===== src/rtl/coeff_mem_server.sv =====
`timescale 1ns/1ps
// coeff_mem_server: FIR coefficient memory responder.
// A host streams bytes (little-endian within a word) into DEPTH words; the FIR
// reads them back with one cycle of latency. Optional macro COEFF_MEM_RDCHK_EN
// masks reads issued before the memory is fully loaded and flags them on rd_err.
//
// state | meaning
// IDLE  | after reset, nothing loaded
// LOAD  | accepting bytes into memory
// READY | all DEPTH words loaded, memory valid
module coeff_mem_server #(
    parameter int ADDR_W = 5,
    parameter int DATA_W = 64,
    parameter int DEPTH  = 32
) (
    input  logic              clk,
    input  logic              rst,
    input  logic              load_start,
    input  logic [7:0]        load_rsc_dat,
    input  logic              load_rsc_vld,
    output logic              load_rsc_rdy,
    input  logic [ADDR_W-1:0] coeffs_rsc_radr,
    input  logic              coeffs_rsc_re,
    output logic [DATA_W-1:0] coeffs_rsc_q,
    input  logic              coeffs_triosy_lz,
    output logic              mem_ready,
    output logic [7:0]        done_cnt,
    output logic              rd_err
);

    localparam int NB   = DATA_W / 8;
    localparam int BI_W = (NB > 1) ? $clog2(NB) : 1;
    localparam logic [BI_W-1:0]   LAST_BYTE = BI_W'(NB - 1);
    localparam logic [ADDR_W-1:0] LAST_ADDR = ADDR_W'(DEPTH - 1);

    typedef enum logic [1:0] {IDLE, LOAD, READY} state_t;

    state_t              state_q, state_d;
    logic [ADDR_W-1:0]   wr_addr_q, wr_addr_d;
    logic [BI_W-1:0]     byte_idx_q, byte_idx_d;
    logic [DATA_W-1:0]   word_buf_q, word_buf_d;
    logic [DATA_W-1:0]   q_q, q_d;
    logic [7:0]          done_cnt_q, done_cnt_d;
    logic [DATA_W-1:0]   word_asm;
    logic                mem_we;
    logic [DATA_W-1:0]   mem_q [DEPTH];

    assign load_rsc_rdy = (state_q == LOAD) && !load_start;
    assign mem_ready    = (state_q == READY);
    assign coeffs_rsc_q = q_q;
    assign done_cnt     = done_cnt_q;

    // Load FSM: next state, write pointer and byte assembly
    always_comb begin
        state_d    = state_q;
        wr_addr_d  = wr_addr_q;
        byte_idx_d = byte_idx_q;
        word_buf_d = word_buf_q;
        mem_we     = 1'b0;
        word_asm   = word_buf_q;
        word_asm[{byte_idx_q, 3'b000} +: 8] = load_rsc_dat;
        case (state_q)
            IDLE, READY: begin
                if (load_start) begin
                    state_d    = LOAD;
                    wr_addr_d  = '0;
                    byte_idx_d = '0;
                end
            end
            LOAD: begin
                if (load_start) begin
                    // restart discards any partially assembled word
                    wr_addr_d  = '0;
                    byte_idx_d = '0;
                end else if (load_rsc_vld) begin
                    word_buf_d = word_asm;
                    if (byte_idx_q == LAST_BYTE) begin
                        mem_we     = 1'b1;
                        byte_idx_d = '0;
                        wr_addr_d  = wr_addr_q + ADDR_W'(1);
                        if (wr_addr_q == LAST_ADDR) state_d = READY;
                    end else begin
                        byte_idx_d = byte_idx_q + BI_W'(1);
                    end
                end
            end
            default: state_d = IDLE;
        endcase
    end

    // Read data, saturating invocation counter and optional read check
`ifdef COEFF_MEM_RDCHK_EN
    logic rd_err_q, rd_err_d;
    assign rd_err = rd_err_q;

    always_comb begin
        q_d      = q_q;
        rd_err_d = rd_err_q;
        if (load_start) rd_err_d = 1'b0;
        if (coeffs_rsc_re) begin
            if (mem_ready) begin
                q_d = mem_q[coeffs_rsc_radr];
            end else begin
                q_d      = '0;
                rd_err_d = 1'b1;
            end
        end
    end

    // Sticky read-before-ready flag
    always_ff @(posedge clk or negedge rst) begin
        if (!rst) rd_err_q <= 1'b0;
        else      rd_err_q <= rd_err_d;
    end
`else
    assign rd_err = 1'b0;

    always_comb begin
        q_d = q_q;
        if (coeffs_rsc_re) q_d = mem_q[coeffs_rsc_radr];
    end
`endif

    // Saturating count of end-of-invocation strobes
    always_comb begin
        done_cnt_d = done_cnt_q;
        if (coeffs_triosy_lz && (done_cnt_q != 8'hFF)) done_cnt_d = done_cnt_q + 8'd1;
    end

    // Control and output registers
    always_ff @(posedge clk or negedge rst) begin
        if (!rst) begin
            state_q    <= IDLE;
            wr_addr_q  <= '0;
            byte_idx_q <= '0;
            word_buf_q <= '0;
            q_q        <= '0;
            done_cnt_q <= '0;
        end else begin
            state_q    <= state_d;
            wr_addr_q  <= wr_addr_d;
            byte_idx_q <= byte_idx_d;
            word_buf_q <= word_buf_d;
            q_q        <= q_d;
            done_cnt_q <= done_cnt_d;
        end
    end

    // Storage array; contents survive reset, read and write share the edge so reads see the old word
    always_ff @(posedge clk) begin
        if (mem_we) mem_q[wr_addr_q] <= word_asm;
    end

endmodule


===== config.mk =====
export PLATFORM = sky130hd
export DESIGN_NAME = coeff_mem_server
export DESIGN_NICKNAME = d
export VERILOG_FILES = /design/src/rtl/coeff_mem_server.sv
export SDC_FILE = /design/constraint.sdc
export NUM_CORES = 2
export LEC_CHECK = 0
export ABC_AREA = 1
export CAP_MARGIN = 20
export CORE_UTILIZATION = 40
export CTS_CLUSTER_SIZE = 12
export DETAILED_ROUTE_END_ITERATION = 10
export GPL_ROUTABILITY_DRIVEN = 0
export PLACE_DENSITY = 0.63
export REMOVE_ABC_BUFFERS = 1
export SLEW_MARGIN = 0
export SYNTH_ARGS = -nofsm -noshare
export SYNTH_HDL_FRONTEND = slang
export SYNTH_SLANG_ARGS = --single-unit

===== constraint.sdc =====
create_clock -name clk -period 5.4 [get_ports clk]
set_input_delay 0.54 -clock clk [delete_from_list [all_inputs] [get_ports clk]]
set_output_delay 0.54 -clock clk [all_outputs]
set_load 0.02 [all_outputs]

==> impl_results.md <==
* DRC marker count from the first detailed-route iteration at 7619
* Largest fanout on the critical path at 20
* CTS tree: built
* Data arrival time of the critical path at 4820 ps
* Worst IR drop on VDD at 0.368 mV
* Antenna-violating nets left at 0
* Post-DP HPWL at 127000 um
* Setup repair bufs after CTS at 0
* Total leakage power at 35.7 nW
* Number of standard-cell rows in the floorplan at 171
* Total Negative Setup Slacks at 0 ps
* Power per unit of standard cell area at 384 nW/um^2
* Number of buffers on the longest clock path at 3
* Number of I/O pins at 94
* Crit path cell chain: inv_1 -> ha_1 -> inv_1 -> nand4_2 -> o21ai_1 -> buf_4 -> nand2_1 -> nand2_1
* Number of synthesized register bits at 2194
* Number of remaining DRC errors at 0
* Hold_buf cts at 1
* Overall power after layout at 38.2 mW
* Filler cell count at 19412
* Total of max-cap violations at 0
* Via-to-Cell Ratio at 5.60
* Post-synthesis cell count at 7424
* Number of global-route vias before repair at 56516
* Fraction of met1 tracks used by global routing at 31.2%
* Total placed instance area at 92600 sq um
* GR Util met3 at 3.32%
* Die outline width at 471 um
* Final Cycle Share at 74.8%
* Slowest stage delay, CP at 1110 ps
* Transition time of the tightest slew-check pin at 1210 ps
* Least setup slack across all paths after layout at 1360 ps
* Kind of path behind the tightest hold check: in -> reg
* Most common cell after layout, fill and taps aside: sky130_fd_sc_hd__nand2_1
* Highest attainable clock frequency at 0.248 GHz
* Syn Std Cell Area at 88000 sq um
* Final-report hold violation count at 0
* Max-slew headroom at the worst pin at 19.4%
* Total congestion overflow at 0
* CTS Buf Count at 216
* Final core utilization at 45.7%
* Die Area at 222000 sq um
* Effective utilization at floorplan at 40.4%
* Peak-usage layer in the global routing report: met2
* Top cell family by delay on the critical path: compound AO/OA/AOI/OAI gates
* Met2 GRT Util at 36.2%
* Root buffer selected by CTS: sky130_fd_sc_hd__clkbuf_16
* Global-route wire length before repair at 373000 um
* Commonest cells after routing, fill and taps aside: sky130_fd_sc_hd__nand2_1 (2531), sky130_fd_sc_hd__edfxtp_1 (2048), sky130_fd_sc_hd__nand3_1 (1943)
* Global-route total usage across every layer at 22.4%
* Unrepaired setup endpoints after global routing: false
* Distinct cell type count of the synthesized netlist at 27
* Share of synthesized area occupied by flip-flops and latches at 74.0%
* Post-cts resize count at 0
* Result of the run: finished, final reports clean
* Max-slew violation count at 0
* Via count of the routed design at 58705
* Final setup violation count at 0
* Mean cell area of the mapped netlist at 11.9 sq um
* Number of placed instances with taps included at 10071
* CP Capture Type: flip-flop
* WP data required at 6190 ps
* Number of buffers and inverters on the critical path at 3
* Slowest cell on crit path: sky130_fd_sc_hd__o21ai_1
* WL final at 253000 um
* Synthesis-to-layout area growth at 13.1%
* Hold Slack at 285 ps
* Flop2flop setup slack at 1360 ps
* Warnings from Yosys at 0
* Placement Setup Slack at 1430 ps
* Overall die height at 471 um
* Worst clock skew at 49.1 ps
* Finished layout cell area at 99500 sq um
* Clock slew at the register clock pins of the worst setup and hold paths at 60 ps
* CP Class: reg -> reg
* CTS H-tree depth at 4
* Port-buffer cells at 92
* Initial antenna violation count at 7
* Final cell count without fillers at 10483
* Clock network latency to the later pin of the worst-skew pair at 860 ps
* Layout cell share with drive strength beyond 1 at 7.07%
* Core footprint at 218000 sq um
* Pin count of the biggest net entering global routing at 193
* Per-cell routed wire length at 24.1 um
* NumNets Final at 7484
* Number of clock sinks at 2194
* Post-layout min period at 4040 ps
* Critical Path Source Type: flip-flop
* First drt pass iteration count at 6
worst paths after layout:
path | cells after the start | end | from
worst min-delay path | 3 | coeffs_rsc_q[50]$_DFFE_PN0P_ | coeffs_rsc_re
min in group asynchronous | 2 | done_cnt[6]$_DFFE_PN0P_ | rst
worst min register to register | 2 | coeffs_rsc_q[45]$_DFFE_PN0P_ | coeffs_rsc_q[45]$_DFFE_PN0P_
worst max-delay path | 8 | word_buf_q[3]$_DFFE_PN0P_ | byte_idx_q[0]$_DFFE_PN0P_
worst max register to register | 8 | word_buf_q[3]$_DFFE_PN0P_ | byte_idx_q[0]$_DFFE_PN0P_
max in group asynchronous | 3 | word_buf_q[44]$_DFFE_PN0P_ | rst
where the power goes:
part	internal (mW)	total, mW	switching (mW)
combinational	0.963	3.88	2.92
sequential	19.9	20.0	0.127
clock	7.99	14.3	6.31
cells in the mapped netlist:
cell	instances	area share, %
sky130_fd_sc_hd__nand2_1	2531	11
sky130_fd_sc_hd__edfxtp_1	2048	70
sky130_fd_sc_hd__nand3_1	1943	11
sky130_fd_sc_hd__buf_2	224	1.3
sky130_fd_sc_hd__dfrtp_1	146	4.2
sky130_fd_sc_hd__clkbuf_1	143	0.61
sky130_fd_sc_hd__o21ai_0	100	0.57
sky130_fd_sc_hd__inv_1	74	0.32
sky130_fd_sc_hd__nor2_1	63	0.27
sky130_fd_sc_hd__buf_1	60	0.26
sky130_fd_sc_hd__buf_4	46	0.39
sky130_fd_sc_hd__ha_1	13	0.18
sky130_fd_sc_hd__o21ai_1	8	0.046
sky130_fd_sc_hd__xnor2_1	6	0.060
sky130_fd_sc_hd__inv_2	4	0.017
sky130_fd_sc_hd__a21oi_1	3	0.017
sky130_fd_sc_hd__nand4_1	2	0.014
sky130_fd_sc_hd__and3_1	1	0.0071
sky130_fd_sc_hd__clkinv_1	1	0.0043
sky130_fd_sc_hd__conb_1	1	0.0043
sky130_fd_sc_hd__nand4_2	1	0.014
sky130_fd_sc_hd__nor2_2	1	0.0071
sky130_fd_sc_hd__nor3_1	1	0.0057
sky130_fd_sc_hd__nor3_4	1	0.018
sky130_fd_sc_hd__o22ai_1	1	0.0071
sky130_fd_sc_hd__o31ai_1	1	0.0085
sky130_fd_sc_hd__xor2_1	1	0.010
worst register-to-register path, stage by stage (launching register included):
cell	delay, ps
sky130_fd_sc_hd__dfrtp_1	760
sky130_fd_sc_hd__inv_1	160
sky130_fd_sc_hd__ha_1	450
sky130_fd_sc_hd__inv_1	320
sky130_fd_sc_hd__nand4_2	670
sky130_fd_sc_hd__o21ai_1	1120
sky130_fd_sc_hd__buf_4	360
sky130_fd_sc_hd__nand2_1	70
sky130_fd_sc_hd__nand2_1	90
state kept, by name, indices dropped and copies added (netlist names):
| register | cells |
|---|---|
| mem_q | 2048 |
| coeffs_rsc_q | 64 |
| word_buf_q | 64 |
| done_cnt | 8 |
| wr_addr_q | 5 |
| byte_idx_q | 3 |
| state_q | 2 |
layer usage:
metal  routed length (um)  up-vias
met2               120000     2936
met1               104000    29108
met4                 7400        2
li1                     -    26220
met3                22400      439
met5                   13        -
layout make-up:
class	count	area, sq um	share of cell area (%)
Tap cell	2854	3570	3.59
Clock inverter	47	475	0.478
Inverter	79	329	0.331
Sequential cell	2194	65200	65.5
Clock buffer	347	6140	6.18
Timing Repair Buffer	283	3080	3.10
Multi-Input combinational cell	4678	20700	20.8
Antenna cell	1	2.50	0.00252
cell families after synthesis:
group / count (synthesis) / synth area share, %
AND/OR/NAND/NOR: 4544 / 22.2
flip-flops: 2194 / 74.0
buffers and inverters: 552 / 2.87
AO/OA/AOI/OAI: 113 / 0.647
adder cells (fa/ha/maj): 13 / 0.185
XOR/XNOR: 7 / 0.0697
other: 1 / 0.00426
No activity file was read; power rests on OpenSTA's default activity.
